--- src/rtl/rr_x_in_pkg.sv ---
// rtl/rr_x_in_pkg.sv - shared state encoding and index helpers for the round-robin packet arbiter
package rr_x_in_pkg;

    typedef enum logic {
        RR_IDLE   = 1'b0,
        RR_LOCKED = 1'b1
    } rr_state_t;

    // Explicit wrap so indices never reach IO_SIZE even when IO_SIZE is not a power of two.
    function automatic int unsigned rr_wrap_inc(input int unsigned idx, input int unsigned size);
        return (idx == size - 1) ? 0 : idx + 1;
    endfunction

endpackage

--- src/rtl/rr_pick_x_in.sv ---
// rtl/rr_pick_x_in.sv - combinational cyclic priority picker starting at token
module rr_pick_x_in
    import rr_x_in_pkg::*;
#(
    parameter int IO_SIZE = 5,
    parameter int IO_w    = 3
) (
    input  logic [IO_SIZE-1:0] req,
    input  logic [IO_w-1:0]    token,
    output logic [IO_w-1:0]    sel_id,
    output logic [IO_SIZE-1:0] sel_onehot,
    output logic               sel_valid
);

    always_comb begin
        int unsigned idx;
        idx       = 0;
        sel_id    = '0;
        sel_valid = 1'b0;
        for (int k = 0; k < IO_SIZE; k++) begin
            idx = int'(token) + k;
            if (idx >= IO_SIZE) begin
                idx = idx - IO_SIZE;
            end
            if (!sel_valid && req[IO_w'(idx)]) begin
                sel_valid = 1'b1;
                sel_id    = IO_w'(idx);
            end
        end
    end

    assign sel_onehot = sel_valid ? ({{(IO_SIZE-1){1'b0}}, 1'b1} << sel_id) : '0;

endmodule

--- src/rtl/rr_pkt_arbiter_x_in.sv ---
// rtl/rr_pkt_arbiter_x_in.sv - round-robin packet arbiter for one router output port
// Define RR_ARB_PKT_LOCK_EN to hold the grant until the tail flit; otherwise every flit re-arbitrates.
module rr_pkt_arbiter_x_in
    import rr_x_in_pkg::*;
#(
    parameter int IO_SIZE = 5,
    parameter int IO_w    = 3
) (
    input  logic               clk,
    input  logic               rst_p,
    input  logic [IO_SIZE-1:0] req,
    input  logic [IO_SIZE-1:0] tail,
    input  logic               out_ready,
    output logic [IO_SIZE-1:0] grant,
    output logic [IO_w-1:0]    grant_id,
    output logic               grant_valid,
    output logic               fire,
    output logic [IO_w-1:0]    token
);

    rr_state_t          state;
    logic               pkt_end;
    logic               release_now;
    logic [IO_SIZE-1:0] pick_req;
    logic [IO_w-1:0]    sel_id;
    logic [IO_SIZE-1:0] sel_onehot;
    logic               sel_valid;

    assign fire = grant_valid & req[grant_id] & out_ready;

`ifdef RR_ARB_PKT_LOCK_EN
    assign pkt_end = tail[grant_id];
`else
    logic unused_tail;
    assign unused_tail = ^tail;
    assign pkt_end     = 1'b1;
`endif

    assign release_now = (state == RR_LOCKED) & fire & pkt_end;

    // The releasing owner must not win its own re-arbitration in the same edge.
    assign pick_req = release_now ? (req & ~grant) : req;

    rr_pick_x_in #(
        .IO_SIZE (IO_SIZE),
        .IO_w    (IO_w)
    ) u_pick (
        .req        (pick_req),
        .token      (token),
        .sel_id     (sel_id),
        .sel_onehot (sel_onehot),
        .sel_valid  (sel_valid)
    );

    always_ff @(posedge clk) begin
        if (rst_p) begin
            state       <= RR_IDLE;
            grant       <= '0;
            grant_id    <= '0;
            grant_valid <= 1'b0;
            token       <= '0;
        end else begin
            case (state)
                RR_IDLE: begin
                    if (sel_valid) begin
                        state       <= RR_LOCKED;
                        grant       <= sel_onehot;
                        grant_id    <= sel_id;
                        grant_valid <= 1'b1;
                        token       <= IO_w'(rr_wrap_inc(int'(sel_id), IO_SIZE));
                    end
                end
                RR_LOCKED: begin
                    if (release_now) begin
                        if (sel_valid) begin
                            grant    <= sel_onehot;
                            grant_id <= sel_id;
                            token    <= IO_w'(rr_wrap_inc(int'(sel_id), IO_SIZE));
                        end else begin
                            state       <= RR_IDLE;
                            grant       <= '0;
                            grant_id    <= '0;
                            grant_valid <= 1'b0;
                        end
                    end
                end
                default: begin
                    state       <= RR_IDLE;
                    grant       <= '0;
                    grant_id    <= '0;
                    grant_valid <= 1'b0;
                end
            endcase
        end
    end

endmodule

--- config.mk ---
export PLATFORM = sky130hd
export DESIGN_NAME = rr_pkt_arbiter_x_in
export DESIGN_NICKNAME = d
export VERILOG_FILES = /design/src/rtl/rr_x_in_pkg.sv /design/src/rtl/rr_pick_x_in.sv /design/src/rtl/rr_pkt_arbiter_x_in.sv
export SDC_FILE = /design/constraint.sdc
export NUM_CORES = 1
export LEC_CHECK = 0
export CAP_MARGIN = 5
export CORE_ASPECT_RATIO = 0.9
export CORE_MARGIN = 8
export CORE_UTILIZATION = 37
export DETAILED_ROUTE_END_ITERATION = 16
export PLACE_DENSITY_LB_ADDON = 0.3
export SETUP_SLACK_MARGIN = 0.5
export SLEW_MARGIN = 15
export SYNTH_ARGS = -nofsm -noshare
export SYNTH_HDL_FRONTEND = slang
export SYNTH_SLANG_ARGS = --single-unit
export TNS_END_PERCENT = 100
--- constraint.sdc ---
create_clock -name clk -period 6.25 [get_ports clk]
set_clock_uncertainty 0.15 [all_clocks]
set_input_delay 1.25 -clock clk [delete_from_list [all_inputs] [get_ports clk]]
set_output_delay 1.25 -clock clk [all_outputs]
set_load 0.1 [all_outputs]
==> results of run 1 <==
[metrics by stage]
step                      worst slack (ns)  utilization (%)
after floorplan                       1.69                -
after global placement                1.10             43.1
after detailed placement              1.08             43.1
after CTS                             1.31             44.1
after global routing                 0.967             44.1
final                                 1.26             44.1
[layer usage]
layer / track usage, % / share of wire [%] / up-vias / routed length, µm
met5: 0 / 0 / - / 0
met2: 23.0 / 45 / 48 / 2460
met3: 2.16 / 3.6 / 8 / 195
met4: 2.82 / 1.1 / 0 / 63
li1: - / - / 988 / -
met1: 20.2 / 50 / 953 / 2770
[layout by cell type (no fill, tap or decap), types with 2 or more instances in the layout]
cell | netlist | final
and3_1 | 3 | 3
nand4b_1 | 2 | 2
o21ai_0 | 8 | 8
a21oi_2 | 3 | 3
dfxtp_1 | 13 | 13
clkbuf_8 | 0 | 3
o21a_1 | 2 | 2
nor3_1 | 6 | 6
a21oi_1 | 20 | 20
o211ai_1 | 5 | 5
inv_1 | 8 | 8
nand2b_1 | 5 | 5
nand3b_1 | 2 | 2
nand3_1 | 12 | 12
o31ai_1 | 4 | 4
a2bb2oi_1 | 2 | 2
buf_4 | 0 | 3
nor2b_1 | 9 | 9
nand4_1 | 3 | 3
a32oi_2 | 2 | 2
a22oi_1 | 3 | 3
a31oi_1 | 5 | 5
o32ai_1 | 2 | 2
clkdlybuf4s50_1 | 0 | 19
a21o_1 | 3 | 3
xnor2_1 | 5 | 5
ha_1 | 13 | 13
nand2_1 | 23 | 23
a32o_1 | 2 | 2
o2111ai_1 | 4 | 4
or3_1 | 7 | 7
and2_1 | 3 | 3
o211a_1 | 3 | 3
or2_1 | 2 | 2
nor2_1 | 20 | 20
a211o_1 | 3 | 3
[cell families (layout without fill, tap and decap cells)]
group           Yosys count  count (layout)  share of synthesized area [%]
simple gates            102             102                           28.8
compound gates           91              91                           37.5
buf+inv                  22              36                           5.42
fa+ha+maj                14              14                           9.78
flops                    13              13                           13.9
xor+xnor                  6               6                           2.81
mux                       2               2                           1.74
[layout make-up]
type | instances | area share, %
clock buffer | 4 | 2.10
sequential | 13 | 12.1
timing repair buffer | 22 | 9.92
multi-input combinational | 215 | 70.3
inverter | 10 | 1.75
tap | 65 | 3.79
[worst max-delay path, cell delays in order]
cell and delay, ns:
clkdlybuf4s50_1 0.59, nand2b_1 0.17, a21oi_2 0.10, o2111ai_1 0.57
a21oi_1 0.21, nor4_4 0.51, or3_1 0.39, a21oi_1 0.07
a21o_1 0.20, o21ai_0 0.13, ha_1 0.23, o31ai_1 0.10
or3_1 0.34, a21oi_1 0.12
[path summary, 6_finish.rpt]
| path | startpoint | end | slack, ns |
|---|---|---|---|
| max | req[2] | grant[4]$_SDFFE_PP0P_ | 1.26 |
| max reg2reg | token[1]$_SDFFE_PP0P_ | token[2]$_SDFFE_PP0P_ | 1.71 |
| min reg2reg | grant[0]$_SDFFE_PP0P_ | grant[0]$_SDFFE_PP0P_ | 0.33 |
| min | grant[0]$_SDFFE_PP0P_ | grant[0]$_SDFFE_PP0P_ | 0.33 |
[sequential cells by signal, summed over array words and instances (netlist names)]
signal and flops:
state 1, grant_valid 1, grant_id 3, grant 5
token 3
==> metrics.cfg, run 1 <==
[synth]
synth_edf_count = 0
syn_area_mm2 = 0.00187
seq_area_frac_synth_pct = 13.9
post_synth.cell_area_avg_um2 = 7.47
synth_area_leaders = dfxtp_1 (14%), ha_1 (8.7%), a21oi_1 (5.4%), nand2_1 (4.6%), nor2_1 (4.0%)
synth_nets = 277
synthArstFlopShare_pct = 0
synth_common_cells = nand2_1 (23), a21oi_1 (20), nor2_1 (20)
yosys_warnings = 0
yosys_register_bits = 13
synthFlopType = dfxtp_1
synth_top_area_share_pct = 13.9
ys_types = 68
yosysTopAreaCell = dfxtp_1
synth_cells = 250
synth_most_common_cell = nand2_1

[placement]
placed_cell_area_mm2 = 0.00210
port_buffers = 20
placedCellCount = 325
hpwl_mm = 4.22
place_congestion = 0.970

[floorplanning]
dieArea_mm2 = 0.00758
dieWidth_um = 90.9
io-pin-count = 26
rows = 24
die_h_um = 83.4
core_area_mm2 = 0.00486
start_util_pct = 38.4

[timing]
finalHoldViolCount = 0
fin_setup_tns_ns = 0
slew-limit-headroom_pct = 32.9
worst_hold_slack_ns = 0.331
rsz0062_at_grt = no
timing.final.crit_period_ns = 4.99
worst_slew_pin_slew_ns = 1.00
setup_violations = 0
slew_violations = 0
fmaxAchievable_mhz = 201
fin_crit_sh_pct = 79.8

[critical_path]
worstPathMaxFanout = 9
crit_arrival_ns = 5.00
critPathRequiredTime_ns = 6.27
worstSetupPathType = input port to register
endpoint_kind = register
crit_path_start_kind = input port
rr_worst_depth = 16

[finish]
antennaDiodeCount = 0
multi_input_area_mm2 = 0.00151
area_growth_pct = 14.7
fill_cells = 516
drive_gt1_share_pct = 7.58
fin_area_mm2 = 0.00214
seq_area_um2 = 260
final_nets = 292
layout.cells.non_filler = 329

[detailed_routing]
drt_pass1_iterations = 4
detail-route-antenna-nets = 0
drtIter0Drc = 166
wirelength_mm = 5.48
wl_per_cell_um = 16.7
via_per_inst = 6.07
drc = 0
vias = 1997

[min_path]
hold_depth = 2
hold_class = register to register

[cts]
cts_buffers = 3
clkTransAtPathRegs_ns = 0.05
cts-hold-fix-buffers = 0
clk_latency_ns = 0.24
root_buffer = clkbuf_8
post_cts_resized = 0
post-cts-setup-buffer-count = 0
ctsHtreeMaxLevel = 1
cts_tree = built
cts_max_path_buffers = 2
cts_sinks = 13

[run]
maxCapViolations = 0

[global_route]
grt_use_total_pct = 14.5
grt.overflow.total = 0
grt_pass1_wl_mm = 9.36
antenna_found_initial = 0
first_global_vias = 1881
grt_max_degree = 28

[status]
outcome = completed

Power of run 1 is left out: the tool's default activity adds up to more than one toggle a clock period on the data nets, which glitch-free logic cannot reach.
==> run 2: changes to the inputs <==
Clock period 6.25 ns to 5 ns, I/O delays scaled along.
==> metrics.cfg, run 2 (synthesis results as in run 1) <==
[detailed_routing]
drtIter0Drc = 167  ; was 166
drt_pass1_iterations = 4  ; unchanged
via_per_inst = 5.94  ; was 6.07
vias = 2037  ; was 1997
wl_per_cell_um = 17.0  ; was 16.7 µm
detail-route-antenna-nets = 0  ; unchanged
wirelength_mm = 5.84  ; was 5.48 mm
drc = 0  ; unchanged

[critical_path]
startpoint = req[3]  ; was req[2]
crit_arrival_ns = 4.35  ; was 5.00 ns
cp_common_cell = a21oi_1  ; unchanged
critPathTopFamily = compound AO/OA/AOI/OAI gates  ; unchanged
rrSetupSlack_ns = 0.75  ; was 1.71 ns
rr_worst_depth = 14  ; was 16
worstSetupPathType = input port to register  ; unchanged
endpoint = grant[4]$_SDFFE_PP0P_  ; unchanged
rr_endpoint = grant[4]$_SDFFE_PP0P_  ; was token[2]$_SDFFE_PP0P_
endpoint_kind = register  ; unchanged
crit_buf_inv = 3  ; was 1
worstPathMaxFanout = 9  ; unchanged
critical_path_depth = 15  ; was 14
crit_path_start_kind = input port  ; unchanged
critPathRequiredTime_ns = 5.02  ; was 6.27 ns
crit_path_max_incr_delay_ns = 0.49  ; was 0.59 ns
crit_slowest_cell = clkdlybuf4s50_1  ; unchanged
worstPathCellList = clkdlybuf4s50_1 > nand2_1 > a21oi_4 > o2111ai_2 > a21oi_1 > nor4_4 > buf_4 > nor3_2 > nand3_1 > o22a_1 > clkinv_1 > ha_1 > o31ai_1 > or3_1 > a21oi_1  ; was clkdlybuf4s50_1 > nand2b_1 > a21oi_2 > o2111ai_1 > a21oi_1 > nor4_4 > or3_1 > a21oi_1 > a21o_1 > o21ai_0 > ha_1 > o31ai_1 > or3_1 > a21oi_1
reg2reg_from = token[1]$_SDFFE_PP0P_  ; unchanged

[timing]
rsz0062_at_grt = no  ; unchanged
slew_violations = 0  ; unchanged
worst_slew_pin_slew_ns = 0.978  ; was 1.00 ns
timing.final.crit_period_ns = 4.34
worst_hold_slack_ns = 0.355  ; was 0.331 ns
fin_setup_tns_ns = 0  ; unchanged
fin_crit_sh_pct = 86.7
finalHoldViolCount = 0  ; unchanged
setup_violations = 0  ; unchanged
slew-limit-headroom_pct = 34.6  ; was 32.9%
fmaxAchievable_mhz = 231

[finish]
largest_register = grant  ; unchanged
antennaDiodeCount = 0  ; unchanged
final_nets = 306  ; was 292
fill_cells = 506  ; was 516
largest_reg_flops = 5  ; unchanged
final_cell_mix = nand2_1 (22), nor2_1 (20), clkdlybuf4s50_1 (19), buf_4 (17), a21oi_1 (16)  ; was nand2_1 (23), nor2_1 (20), a21oi_1 (20), clkdlybuf4s50_1 (19)
top_regs = grant (5), grant_id (3), token (3)  ; unchanged
drive_gt1_share_pct = 17.3  ; was 7.58%
area_growth_pct = 26.2  ; was 14.7%
mostFrequentLayoutCell = nand2_1  ; unchanged

[cts]
clk_latency_ns = 0.25  ; was 0.24 ns
clkTransAtPathRegs_ns = 0.06  ; was 0.05 ns
cts_tree = built  ; unchanged
cts-hold-fix-buffers = 0  ; unchanged
cts_sinks = 13  ; unchanged
cts_max_path_buffers = 2  ; unchanged
root_buffer = clkbuf_8  ; unchanged
ctsHtreeMaxLevel = 1  ; unchanged
cts_buffers = 3  ; unchanged

[floorplanning]
die_h_um = 83.4  ; unchanged
io-pin-count = 26  ; unchanged
dieArea_mm2 = 0.00758  ; unchanged
core_area_mm2 = 0.00486  ; unchanged
rows = 24  ; unchanged
dieWidth_um = 90.9  ; unchanged
start_util_pct = 38.4  ; unchanged

[status]
outcome = completed  ; unchanged

[global_route]
grt_use_total_pct = 14.8  ; was 14.5%
grt.overflow.total = 0  ; unchanged
grt_pass1_wl_mm = 9.58  ; was 9.36 mm
antenna_found_initial = 0  ; unchanged
grt_max_degree = 27  ; was 28
first_global_vias = 1973  ; was 1881

[placement]
place_congestion = 0.906  ; was 0.970
port_buffers = 20  ; unchanged
hpwl_mm = 4.29  ; was 4.22 mm

[min_path]
hold_class = register to register  ; unchanged

[run]
maxCapViolations = 0  ; unchanged

run 2: cell count changes in the layout (fill, tap and decap cells not counted), sizes merged:
cell and change:
clkinv +1, buf +14, clkbuf -1
run 2: per-layer routing:
layer  global-route usage (%)  share of wire, %  vias up
met1                     20.3                50      982
met4                     1.63              0.29        0
met3                     2.61               3.8        4
met5                        0                 0        -
li1                         -                 -     1009
met2                     24.0                46       42
run 2: cell type report:
| cell class | instances | area (µm²) | share of cell area, % |
|---|---|---|---|
| Clock buffer | 3 | 41.3 | 1.75 |
| Timing Repair Buffer | 36 | 318 | 13.5 |
| Tap cell | 65 | 81.3 | 3.45 |
| Sequential cell | 13 | 262 | 11.1 |
| Multi-Input combinational cell | 215 | 1610 | 68.4 |
| Inverter | 10 | 37.5 | 1.59 |
| Clock inverter | 1 | 5.00 | 0.212 |
run 2: worst reg2reg max path, cell delays in order, from the launching register on:
cell and delay [ns]:
dfxtp_2 0.53, inv_1 0.17, ha_1 0.47, inv_1 0.08, o41ai_1 0.64, a32oi_2 0.25, a22o_1 0.28, a211o_1 0.30
a32oi_1 0.21, o22a_1 0.27, clkinv_1 0.16, ha_1 0.23, o31ai_1 0.13, or3_1 0.17, a21oi_1 0.07
run 2: what timing repair did:
item | CTS | global route
resized for setup | 0 | 20
buffers inserted | 0 | 4
endpoints found under the setup margin | 0 | 4
run 2: per-stage QoR:
step                      std cells  cell area, µm²  util (%)  worst slack [ns]
after CTS                       339            2220      45.7             0.520
after global placement          335            2170      44.7             0.344
after global routing            343            2360      48.5             0.462
after floorplan                 250            1870         -             0.548
final                           343            2360      48.5             0.663
after detailed placement        335            2170      44.7             0.334
run 2: worst min-delay path by stage:
stage	from	end	slack, ns	cells after the start
global placement	grant[0]$_SDFFE_PP0P_	grant[0]$_SDFFE_PP0P_	0.34	2
global route	grant[0]$_SDFFE_PP0P_	grant[0]$_SDFFE_PP0P_	0.39	2
detailed placement	grant[0]$_SDFFE_PP0P_	grant[0]$_SDFFE_PP0P_	0.34	2
floorplan	state$_SDFF_PP0_	grant_valid$_SDFFE_PP0P_	0.39	1
CTS	grant[0]$_SDFFE_PP0P_	grant[0]$_SDFFE_PP0P_	0.35	2
finish	grant[0]$_SDFFE_PP0P_	grant[0]$_SDFFE_PP0P_	0.36	2
Power of run 2 is left out for the same reason.
